## config.mk

```make
export PLATFORM = sky130hd
export DESIGN_NAME = float_key_loader
export DESIGN_NICKNAME = d
export VERILOG_FILES = /design/src/rtl/float_key_pkg.sv /design/src/rtl/float_key_enc.sv /design/src/rtl/float_key_loader.sv
export SDC_FILE = /design/constraint.sdc
export NUM_CORES = 1
export LEC_CHECK = 0
export CAP_MARGIN = 10
export CORE_MARGIN = 2
export CORE_UTILIZATION = 54
export CTS_CLUSTER_SIZE = 16
export DETAILED_ROUTE_END_ITERATION = 8
export PLACE_DENSITY_LB_ADDON = 0.15
export REMOVE_ABC_BUFFERS = 1
export SLEW_MARGIN = 20
export SYNTH_ARGS = -nofsm -noshare
export SYNTH_HDL_FRONTEND = slang
export SYNTH_SLANG_ARGS = --single-unit
```

## constraint.sdc

```tcl
create_clock -name clk -period 2 [get_ports clk]
set_input_delay 0.4 -clock clk [delete_from_list [all_inputs] [get_ports clk]]
set_output_delay 0.4 -clock clk [all_outputs]
set_load 0.02 [all_outputs]
```

## src/rtl/float_key_pkg.sv

```systemverilog
// float_key_pkg: shared float-key widths, loader FSM states and key encode/decode helpers
package float_key_pkg;
  localparam int NK_DEF = 23;
  localparam int M_DEF = 8;
  localparam int L_DEF = NK_DEF + M_DEF + 1;
  typedef enum logic [2:0] {IDLE, FILL, START, SEND, WAIT} state_t;
  // Negatives are fully inverted, positives get the sign bit set, so unsigned key order matches float order
  function automatic logic [L_DEF-1:0] key_encode(input logic [L_DEF-1:0] x);
    return x[L_DEF-1] ? ~x : {1'b1, x[L_DEF-2:0]};
  endfunction
  function automatic logic [L_DEF-1:0] key_decode(input logic [L_DEF-1:0] k);
    return k[L_DEF-1] ? {1'b0, k[L_DEF-2:0]} : ~k;
  endfunction
endpackage

```

## src/rtl/float_key_enc.sv

```systemverilog
// float_key_enc: combinational float-to-sortable-key encoder; FTZ_EN flushes -0 and subnormals to +0 first
//   raw_i : {sign, exp[M], mant[Nk]}
//   key_o : order-preserving unsigned key
module float_key_enc #(
  parameter int Nk = 23,
  parameter int M = 8,
  localparam int L = Nk + M + 1
) (
  input  logic [L-1:0] raw_i,
  output logic [L-1:0] key_o
);
  logic [L-1:0] x;
`ifdef FTZ_EN
  assign x = (raw_i[L-2:Nk] == '0 && (raw_i[Nk-1:0] != '0 || raw_i[L-1])) ? '0 : raw_i;
`else
  assign x = raw_i;
`endif
  assign key_o = x[L-1] ? ~x : {1'b1, x[L-2:0]};
endmodule

```

## src/rtl/float_key_loader.sv

```systemverilog
// float_key_loader: buffers a batch of K float keys from a valid/ready stream and replays it to the sort shell
//   clk, reset (async, high) | in_valid/in_data/in_ready : input stream
//   sort_done : shell finished | start, inp_raw : shell feed | busy, fill_level : status
//   Build option FTZ_EN: flush -0 and subnormals to +0 before mapping.
module float_key_loader import float_key_pkg::*; #(
  parameter int Nk = NK_DEF,
  parameter int M = M_DEF,
  parameter int K = 10,
  localparam int L = Nk + M + 1,
  localparam int S = $clog2(K) + 1
) (
  input  logic         clk,
  input  logic         reset,
  input  logic         in_valid,
  input  logic [L-1:0] in_data,
  output logic         in_ready,
  input  logic         sort_done,
  output logic         start,
  output logic [L-1:0] inp_raw,
  output logic         busy,
  output logic [S-1:0] fill_level
);
  state_t state_q;
  logic in_ready_q, start_q, busy_q, acc;
  logic [L-1:0] inp_raw_q, key;
  logic [S-1:0] wr_ptr_q, rd_ptr_q;
  logic [L-1:0] mem_q [K];
  assign acc = in_valid & in_ready_q;
  assign in_ready = in_ready_q;
  assign start = start_q;
  assign inp_raw = inp_raw_q;
  assign busy = busy_q;
  // The write pointer doubles as the fill level: it is never decremented during SEND
  assign fill_level = wr_ptr_q;
  float_key_enc #(.Nk(Nk), .M(M)) u_enc (.raw_i(in_data), .key_o(key));
  always_ff @(posedge clk)
    if (acc) mem_q[wr_ptr_q[S-2:0]] <= key;
  always_ff @(posedge clk or posedge reset)
    if (reset) begin
      state_q <= IDLE;
      in_ready_q <= 1'b1;
      start_q <= 1'b0;
      busy_q <= 1'b0;
      inp_raw_q <= '0;
      wr_ptr_q <= '0;
      rd_ptr_q <= '0;
    end else
      case (state_q)
        IDLE, FILL:
          if (acc) begin
            wr_ptr_q <= wr_ptr_q + S'(1);
            if (wr_ptr_q == S'(K - 1)) begin
              state_q <= START;
              in_ready_q <= 1'b0;
              start_q <= 1'b1;
              busy_q <= 1'b1;
            end else
              state_q <= FILL;
          end
        // Word 0 is issued on leaving START, so rd_ptr already points at word 1 in SEND
        START: begin
          state_q <= SEND;
          start_q <= 1'b0;
          inp_raw_q <= mem_q[0];
          rd_ptr_q <= S'(1);
        end
        SEND:
          if (rd_ptr_q == S'(K)) begin
            state_q <= WAIT;
            inp_raw_q <= '0;
          end else begin
            inp_raw_q <= mem_q[rd_ptr_q[S-2:0]];
            rd_ptr_q <= rd_ptr_q + S'(1);
          end
        WAIT:
          if (sort_done) begin
            state_q <= IDLE;
            in_ready_q <= 1'b1;
            busy_q <= 1'b0;
            wr_ptr_q <= '0;
          end
        default: state_q <= IDLE;
      endcase
endmodule
```

# [Word level (Yosys, flattened, before mapping)]
# Memories as Yosys holds them, arrays and structs flattened.
# Index checks and enable logic that the tools add are counted.
[op_classes] n_addsub=2 mul=0 div=0 magnitude_cmp=0 n_eq_ne=11 shifts=0 n_mux=24 n_bitwise=2 n_reduce_logical=10
[op_table] operator="32-bit 2-to-1 mux" n=2
[op_table] operator="32-bit one-hot mux with 2 select lines" n=1
[op_table] operator="32-bit NOT" n=1
[op_table] operator="5-bit one-hot mux with 2 select lines" n=2
[op_table] operator="5-bit 2-to-1 mux" n=3
[op_table] operator="3-bit one-hot mux with 4 select lines" n=1
[op_table] operator="5-bit by 1-bit adder with 5-bit output (second input constant)" n=2
[op_table] operator="5-bit by 4-bit == test with 1-bit output (second input constant)" n=2
[op_table] operator="2-bit inequality test (second input constant)" n=5
[op_table] operator="3-bit 2-to-1 mux" n=3
[op_table] operator="3-bit AND reduction" n=3
[op_table] operator="1-bit 2-to-1 mux" n=8
[op_table] operator="3-bit by 2-bit == test with 1-bit output (second input constant)" n=2
[op_table] operator="1-bit one-hot mux with 2 select lines" n=3
[op_table] operator="2-bit nonzero test" n=3
[op_table] operator="4-bit AND reduction" n=1
[op_table] operator="3-bit by 1-bit == test with 1-bit output (second input constant)" n=1
[op_table] operator="3-bit == test (second input constant)" n=1
[op_table] operator="3-bit zero test" n=1
[op_table] operator="2-bit 2-to-1 mux" n=1
[op_table] operator="2-bit AND reduction" n=1
[op_table] operator="2-bit OR reduction" n=1
[op_table] operator="1-bit bitwise AND" n=1
[word_totals] register_bits=48 latch_bits=0 ram_bits=320 romBits=0 input_bits=36 output_inout_bits=40 mem_count=1
[memory_table] memory="mem_q" depth=10 width=32 read_ports=2 rd_ports_with_merged_regs=0 write_ports=1 line_no="float_key_loader.sv:27" source="logic [L-1:0] mem_q [K];"

# [Logic depth before layout (Yosys ltp)]
# Gate-level depths: netlist of run 1.
[depth] word_depth=4 ltp_mapped=11 depth_no_buf=6

# [Modules after synthesis]
# From an unflattened synthesis of run 1, not the netlist that was laid out.
[unflattened] cells_unflattened=970 hier_area_um2=15337.2
[modules_own_cells] mod="float_key_loader" instances=1 cells_each=934 area_each_um2=14990.6 seq_area_each_um2=10811.6
[modules_own_cells] mod="float_key_enc" instances=1 cells_each=36 area_each_um2=346.6 seq_area_each_um2=0.0

# [Least setup slack after synthesis of run 1]
# Ideal clock, no wire load.
[synth_timing] path_type="register to register" startpoint="register in_ready_q (netlist: in_ready)" endpoint="memory mem_q[6][0] in the netlist's numbering (enable)" setup_time_ns=0.392 arrival_ns=1.831 required_time_ns=1.608 path_slack_ns=-0.223 stages_incl_launch_ff=4 n_path_buf=0 path_cell_list="dfstp_2 > nand2_1 > nor3b_1 > and2_1"
[synth_via] elab_chain_len=3
[synth_lines] item="from (decl)" line_no="float_key_loader.sv:24" source="logic in_ready_q, start_q, busy_q, acc;"
[synth_lines] item="from (signal assigned)" line_no="float_key_loader.sv:41" source="in_ready_q <= 1'b1;"
[synth_lines] item="from (signal assigned)" line_no="float_key_loader.sv:54" source="in_ready_q <= 1'b0;"
[synth_lines] item="from (signal assigned)" line_no="float_key_loader.sv:78" source="in_ready_q <= 1'b1;"
[synth_lines] item="1-bit bitwise AND" line_no="float_key_loader.sv:28" source="assign acc = in_valid & in_ready_q;"
[synth_lines] item="1-bit 2-to-1 mux" line_no="float_key_loader.sv:37" source="if (acc) mem_q[wr_ptr_q[S-2:0]] <= key;"
[synth_lines] item="1-bit 2-to-1 mux (implied by the code)" line_no="float_key_loader.sv:37"
[synth_lines] item="to (decl)" line_no="float_key_loader.sv:27"
# Every way passes these cells.

# [Worst setup path after layout of run 1]
[layout_timing] startpoint="register wr_ptr_q[4] (netlist: fill_level[4])" endpoint="output port fill_level[4]"
[layout_rtl] item="from (decl)" line_no="float_key_loader.sv:26" source="logic [S-1:0] wr_ptr_q, rd_ptr_q;"
[layout_rtl] item="from (signal assigned)" line_no="float_key_loader.sv:51" source="wr_ptr_q <= wr_ptr_q + S'(1);"
[layout_rtl] item="to (decl)" line_no="float_key_loader.sv:21" source="output logic [S-1:0] fill_level"
# No word-level cell between the ends.

==> out/results.ini, run 1 <==
[run_status]
status = completed

[grt]
grt_max_degree = 49
first_global_vias = 8442
grt_first_pass_wirelength_um = 51480
grt_usage_pct = 23.90
grt_overflow = 0
antenna_found_initial = 0

[cts]
root_buffer = clkbuf_16
cts-buffers-inserted = 38
cts_hold_buffers = 0
tritoncts = built
clk_latency_ns = 0.51
ctsHtreeMaxLevel = 2
clockBufferDepth = 3
clk_pin_slew_ns = 0.06
cts_sinks = 368

[synthesis]
synth.yosys.seq_area_share_pct = 71.98
synthXorXnorAreaFrac_pct = 1.983
synth_compound_area_share_pct = 8.689
synth_fa_ha_area_share_pct = 0.4998
avgSynthCellArea_um2 = 16.86
synth_top_area_cell = edfxtp_1
synth_top_area_share_pct = 63.98
ys_types = 42
synthArstFlopShare_pct = 13.04
yosysWarnings = 0
syn_inst = 891
synth.area.mux_share_pct = 11.67
synth_simple_gate_area_share_pct = 2.574
synth.area.top_cells = edfxtp_1 64%, dfrtp_1 7.8%, mux2_2 7.1%, mux2i_1 4.2%, o221ai_1 3.6%
ys_seq_elements = 368
synth_enable_flop_cells = 320
synth_top_family_by_area = multiplexers
synth_ff_type = edfxtp_1
syn_area_mm2 = 0.01502

[setup_path]
crit_path_top_delay_cell = clkdlybuf4s50_1
crit_buf_inv = 1
worstSetupEndpointType = output port
path_class = flop to output port
cp-start-kind = flop
cpPeakStageDelay_ns = 0.62
critical_path.max_fanout = 3
crit_arrival_ns = 1.53
path_delay_family = buffers and inverters
cp_cell_sequence = clkdlybuf4s50_1
worstPathRequired_ns = 1.60

[sta]
min_period_ns = 1.925
slew_headroom_pct = 36.30
fin_ws_ns = 0.07487
maxSlewViolCount = 0
finalSetupViolCount = 0
finClkSkew_ns = 0.01149
period_share_pct = 96.26
clock.fmax_mhz = 519.4
hold_viol = 0
tightest_slew_ns = 0.9523

[floorplan]
die_y_um = 170.8
num_rows = 61
ios = 76
core-area_mm2 = 0.02755
die_w_um = 170.8
start_util_pct = 54.51
dieArea_mm2 = 0.02916

[detailed_routing]
vias_per_cell = 5.988
drt_iter0_drc = 791
drc_errors = 0
highest_layer = met4
wl_per_cell_um = 24.23
dr_wl_met3_um = 2691
via_count = 8473
ant_nets = 0
drt-pass1-iter-count = 5
route.met2.wl_um = 15830
drt_wl_total_um = 34280
wirelength_met1_um = 15310

[cells_and_area]
area_delta_synth_final_pct = 20.29
final_nets = 1049
drive_above_1_share_pct = 22.66
fillers = 1930
fin_cells = 1415
multi_input_area_mm2 = 0.003861
n_antenna_cell = 0
seqCellArea_mm2 = 0.01082

[run]
cap_violations = 0

[power]
p_leak_nw = 6.048
p_per_area_mw_per_mm2 = 889.5
ir_drop_v = 0.0006549

[hold_path]
hold_path_class = input pin to async pin

[place]
dp.cells = 1341
port_buffers = 75
place_ws_ns = -0.1618
place_hpwl_um = 20360
gp_congestion = 0.7639

==> cell type report <==
| class | instances | area share (%) |
|---|---|---|
| Clock buffer | 49 | 5.956 |
| Sequential cell | 368 | 59.89 |
| Multi-Input combinational cell | 458 | 21.37 |
| Tap cell | 378 | 2.618 |
| Clock inverter | 21 | 1.288 |
| Inverter | 7 | 0.1454 |
| Timing Repair Buffer | 134 | 8.733 |
==> routing by layer <==
layer / vias to the layer above / track usage (%)
li1: 3760 / -
met5: - / 0
met3: 39 / 4.395
met2: 337 / 36.93
met1: 4337 / 35.83
met4: 0 / 5.165
==> synth_stat cells (all sizes together) (4+ instances only) <==
| cell | number |
|---|---|
| a21o | 34 |
| nor2 | 10 |
| mux2i | 63 |
| and2 | 9 |
| nand2 | 40 |
| o221ai | 62 |
| o21ai | 39 |
| mux2 | 95 |
| dfrtp | 47 |
| edfxtp | 320 |
| and3 | 4 |
| buf | 35 |
| xor2 | 34 |
| clkbuf | 24 |
| a22oi | 31 |
| inv | 6 |
| nand2b | 4 |
| a21oi | 5 |
| ha | 6 |
==> tightest hold or removal path, stage by stage <==
cell and delay [ns]:
clkdlybuf4s50_1 0.41, inv_2 0.07, buf_12 0.29
==> state kept, by name, indices dropped and copies added, names as in the netlist <==
register	cells
mem_q	320
inp_raw	32
fill_level	5
rd_ptr_q	5
state_q	3
busy	1
in_ready	1
start	1
==> timing repair <==
| action | CTS | global route |
|---|---|---|
| setup buffers | 0 | 3 |
| gates resized for setup | 5 | 2 |
| gates cloned | 0 | 1 |
| pin swaps | 0 | 1 |
| endpoints found under the hold margin | 0 | 0 |
| endpoints found under the setup margin | 7 | 31 |
==> logic make-up after synthesis <==
| logic type | after synthesis |
|---|---|
| buffers and inverters | 66 |
| AO/OA/AOI/OAI | 178 |
| XOR/XNOR | 34 |
| flip-flops | 368 |
| adder cells (fa/ha/maj) | 6 |
| multiplexers | 160 |
| AND/OR/NAND/NOR | 79 |
==> cells in the final DEF, fill, tap and decap left out, types with 3 or more instances in the layout <==
| cell type | instances |
|---|---|
| mux2_2 | 95 |
| ha_1 | 6 |
| clkinv_1 | 7 |
| dfrtp_1 | 45 |
| o221ai_1 | 62 |
| xor2_1 | 34 |
| dlygate4sd2_1 | 5 |
| clkinv_2 | 6 |
| clkbuf_16 | 41 |
| a21oi_1 | 5 |
| mux2i_1 | 63 |
| and2_2 | 8 |
| clkinvlp_4 | 4 |
| nor2_1 | 9 |
| buf_4 | 28 |
| a22oi_1 | 31 |
| nand2_1 | 40 |
| clkbuf_1 | 6 |
| bufinv_16 | 5 |
| edfxtp_1 | 320 |
| a21o_1 | 34 |
| inv_1 | 5 |
| clkdlybuf4s50_1 | 69 |
| o21ai_0 | 38 |
| buf_12 | 30 |
| nand2b_1 | 3 |
==> report_power, final <==
part,leakage [nW],internal [mW],total (mW),switching [mW]
combinational,1.88,0.101,0.364,0.263
clock,0.631,4.45,7.25,2.80
sequential,3.53,8.46,8.46,0
==> per-stage QoR <==
step	cell area [um2]	power [mW]	TNS [ns]	utilization, %	hold slack, ns
after floorplan	14660	8.751	-151.66	-	0.4616
after global placement	16720	8.974	-19.65	60.69	0.4851
after detailed placement	16720	8.984	-26.64	60.69	0.4927
after CTS	18020	16.16	-0.009739	65.42	0.2780
after global routing	18070	16.53	-0.002150	65.57	0.3061
final	18070	16.07	0	65.57	0.2722
==> final timing paths <==
check                                          start                 endpoint  slack [ns]  depth (start not counted)
max                        fill_level[4]$_DFFE_PP0P_            fill_level[4]        0.07                          1
min                                            reset   inp_raw[3]$_DFFE_PP0P_        0.27                          3
max reg2reg                  rd_ptr_q[0]$_DFFE_PP0P_  inp_raw[31]$_DFFE_PP0P_        0.09                          5
min reg2reg                         busy$_DFFE_PP0P_         busy$_DFFE_PP0P_        0.51                          2
max in group asynchronous                      reset     in_ready$_DFFE_PP1P_        1.43                          3
min in group clk                           sort_done   state_q[2]$_DFFE_PP0P_        0.45                          2
(Power assumes the default switching activity.)
==> run 2: changes to the inputs <==
- SYNTH_HIERARCHICAL: unset -> 1
==> out/results.ini, run 2 <==
[setup_path]
worstPathRequired_ns = 1.60  ; about the same
worstSetupEndpointType = output port  ; unchanged
cp-start-kind = flop  ; unchanged
crit_path_top_delay_cell = clkdlybuf4s50_1  ; unchanged
critical_path.max_fanout = 2  ; was 3
reg2reg_to = inp_raw[14]$_DFFE_PP0P_  ; was inp_raw[31]$_DFFE_PP0P_
crit_buf_inv = 1  ; unchanged
crit_arrival_ns = 1.54  ; was 1.53 ns
path_class = flop to output port  ; unchanged
cpPeakStageDelay_ns = 0.64  ; was 0.62 ns
path_delay_family = buffers and inverters  ; unchanged
r2r_start = rd_ptr_q[0]$_DFFE_PP0P_  ; unchanged
reg2regPathDepth = 7  ; was 5
cp_cell_sequence = clkdlybuf4s50_1  ; unchanged
r2r_setup_slack_ns = 0.18  ; was 0.09 ns

[synthesis]
ys_types = 44  ; was 42
avgSynthCellArea_um2 = 15.81  ; was 16.86 um2
yosysMostFrequentCell = edfxtp_1  ; unchanged
ys_seq_elements = 368  ; unchanged
syn_area_mm2 = 0.01534  ; was 0.01502 mm2
syn_inst = 970  ; was 891
synth_top_area_share_pct = 62.65  ; was 63.98%
synth.yosys.seq_area_share_pct = 70.49  ; was 71.98%
synth.area.top_cells = edfxtp_1 63%, mux2i_1 8.4%, dfrtp_1 7.7%, a221oi_1 3.7%, a22oi_1 3.2%  ; was edfxtp_1 64%, dfrtp_1 7.8%, mux2_2 7.1%, mux2i_1 4.2%, o221ai_1 3.6%
synth_ff_type = edfxtp_1  ; unchanged
yosysWarnings = 6  ; was 0
synth_enable_flop_cells = 320  ; unchanged
synth_commonest_cells = 320 x edfxtp_1, 128 x mux2i_1, 76 x nor2_1  ; was 320 x edfxtp_1, 95 x mux2_2, 63 x mux2i_1
synth_top_area_cell = edfxtp_1  ; unchanged
synthArstFlopShare_pct = 13.04  ; unchanged

[sta]
finalSetupViolCount = 0  ; unchanged
period_share_pct = 97.08  ; was 96.26%
maxSlewViolCount = 0  ; unchanged
timing.hold.ws_ns = 0.2460  ; was 0.2722 ns
clock.fmax_mhz = 515.0  ; was 519.4 MHz
finalSetupTns_ns = 0  ; unchanged
slew_headroom_pct = 36.69  ; was 36.30%
grt_setup_unrepaired = no
min_period_ns = 1.942  ; was 1.925 ns
finClkSkew_ns = 0.01151  ; was 0.01149 ns
hold_viol = 0  ; unchanged
tightest_slew_ns = 0.9464  ; was 0.9523 ns
fin_ws_ns = 0.05843  ; was 0.07487 ns

[floorplan]
ios = 76  ; unchanged
start_util_pct = 55.06  ; was 54.51%
core-area_mm2 = 0.02786  ; was 0.02755 mm2
dieArea_mm2 = 0.02977  ; was 0.02916 mm2
die_y_um = 172.5  ; was 170.8 um
die_w_um = 172.5  ; was 170.8 um
num_rows = 61  ; unchanged

[cells_and_area]
final_common_cell = edfxtp_1  ; unchanged
fin_cells = 1482  ; was 1415
largest_reg_flops = 320  ; unchanged
n_antenna_cell = 0  ; unchanged
drive_above_1_share_pct = 15.58  ; was 22.66%
final_nets = 1117  ; was 1049
area_delta_synth_final_pct = 17.78  ; was 20.29%
final_cell_mix = 320 x edfxtp_1, 128 x mux2i_1, 75 x nor2_1, 68 x clkdlybuf4s50_1, 65 x a22oi_1  ; was 320 x edfxtp_1, 95 x mux2_2, 69 x clkdlybuf4s50_1, 63 x mux2i_1, 62 x o221ai_1

[detailed_routing]
drc_errors = 0  ; unchanged
drt_iter0_drc = 784  ; was 791
drt_wl_total_um = 33410  ; was 34280 um
vias_per_cell = 5.934  ; was 5.988
ant_nets = 0  ; unchanged
drt-pass1-iter-count = 5  ; unchanged
via_count = 8794  ; was 8473
wl_per_cell_um = 22.55  ; was 24.23 um

[grt]
grt_overflow = 0  ; unchanged
grt_max_degree = 53  ; was 49
grt_usage_pct = 22.66  ; was 23.90%
grt_first_pass_wirelength_um = 52050  ; was 51480 um
first_global_vias = 8802  ; was 8442
antenna_found_initial = 0  ; unchanged

[cts]
clk_pin_slew_ns = 0.06  ; about the same
tritoncts = built  ; unchanged
clockBufferDepth = 3  ; unchanged
cts_sinks = 368  ; unchanged
cts_hold_buffers = 0  ; unchanged
cts-buffers-inserted = 38  ; unchanged
clk_latency_ns = 0.52  ; was 0.51 ns
root_buffer = clkbuf_16  ; unchanged
ctsHtreeMaxLevel = 2  ; unchanged
post-cts-setup-buffers = 0  ; unchanged

[power]
internal_power_mw = 17.26  ; was 13.01 mW
p_seq_share_pct = 39.7  ; was 52.6%
p_leak_nw = 6.601  ; was 6.048 nW
ir_drop_v = 0.0008503  ; was 0.0006549 V
swShare_pct = 32.54  ; was 19.05%
power_frac_comb_pct = 33.1  ; was 2.3%
pwr-share-clk_pct = 27.2  ; was 45.1%
p_per_area_mw_per_mm2 = 1416  ; was 889.5 mW/mm2
p_sw_mw = 8.324  ; was 3.061 mW

[hold_path]
hold_path_class = input pin to async pin  ; unchanged

[run_status]
status = completed  ; unchanged

[place]
dp.cells = 1413  ; was 1341
gp_congestion = 0.7423  ; was 0.7639
port_buffers = 75  ; unchanged
place_hpwl_um = 21260  ; was 20360 um
place_ws_ns = -0.09353  ; was -0.1618 ns

[run]
cap_violations = 0  ; unchanged

run 2: cell count changes after synthesis, moves of 30 or more:
cell / delta
o21ai_0: -33
mux2i_1: +65
o221ai_1: -62
a22oi_1: +34
a21o_1: -33
a221oi_1: +64
a21oi_1: +30
mux2_2: -63
nor2_1: +66
run 2: cells by family after synthesis:
group	Yosys count	synth area share, %
DFF	368	70.49
adders and majority gates	6	0.4895
AOI/OAI and AO/OA	178	8.590
muxes	160	10.70
buffers and inverters	76	3.549
xor gates and xnor gates	34	1.942
and+or+nand+nor	148	4.234
run 2: metal layers:
| layer | global-route usage, % | wire length (um) | up-vias |
|---|---|---|---|
| li1 | - | - | 3994 |
| met1 | 33.28 | 15110 | 4455 |
| met2 | 35.88 | 15860 | 297 |
| met3 | 3.848 | 1937 | 48 |
| met4 | 5.128 | 506 | 0 |
| met5 | 0 | 0 | - |
run 2: timing repair:
item / 4_1_cts / 5_1_grt
gates resized for setup: 7 / 1
endpoints found under the setup margin: 5 / 1
endpoints found under the hold margin: 0 / 0
run 2: layout make-up:
class	count	area [um2]
flip-flops and latches	368	10820
fillers	1987	9793
clock buffers	50	1027
well taps	378	473.0
repair buffers	134	1510
inverters	7	26.28
multi-input cells	526	4009
clock inverters	19	195.2
run 2: metrics by stage:
stage | utilization (%) | power [mW] | area, um2
2_1_floorplan | - | 15.32 | 14820
4_1_cts | 64.84 | 25.73 | 18060
6_report | 64.85 | 25.58 | 18060
3_3_place_gp | 60.46 | 18.70 | 16840
5_1_grt | 64.85 | 26.87 | 18060
3_5_place_dp | 60.46 | 18.81 | 16840
run 2: worst max path at each step:
stage                                  from                 endpoint  slack, ns  depth (start not counted)
global placement                   in_valid   mem_q[2][21]$_DFFE_PP_      -0.08                          6
floorplan           rd_ptr_q[0]$_DFFE_PP0P_   inp_raw[0]$_DFFE_PP0P_      -2.92                          4
global route        rd_ptr_q[0]$_DFFE_PP0P_  inp_raw[26]$_DFFE_PP0P_      0.008                          7
detailed placement                 in_valid   mem_q[2][21]$_DFFE_PP_      -0.09                          6
CTS                  inp_raw[3]$_DFFE_PP0P_               inp_raw[3]       0.01                          1
finish               inp_raw[1]$_DFFE_PP0P_               inp_raw[1]       0.06                          1
run 2: power by group through the flow:
stage / clock [mW] / sequential (mW) / combinational (mW)
2_1_floorplan: 0 / 11.1 / 4.21
3_3_place_gp: 0 / 10.3 / 8.41
3_5_place_dp: 0 / 10.3 / 8.51
4_1_cts: 7.06 / 10.2 / 8.51
5_1_grt: 7.40 / 10.3 / 9.22
6_report: 6.96 / 10.2 / 8.47
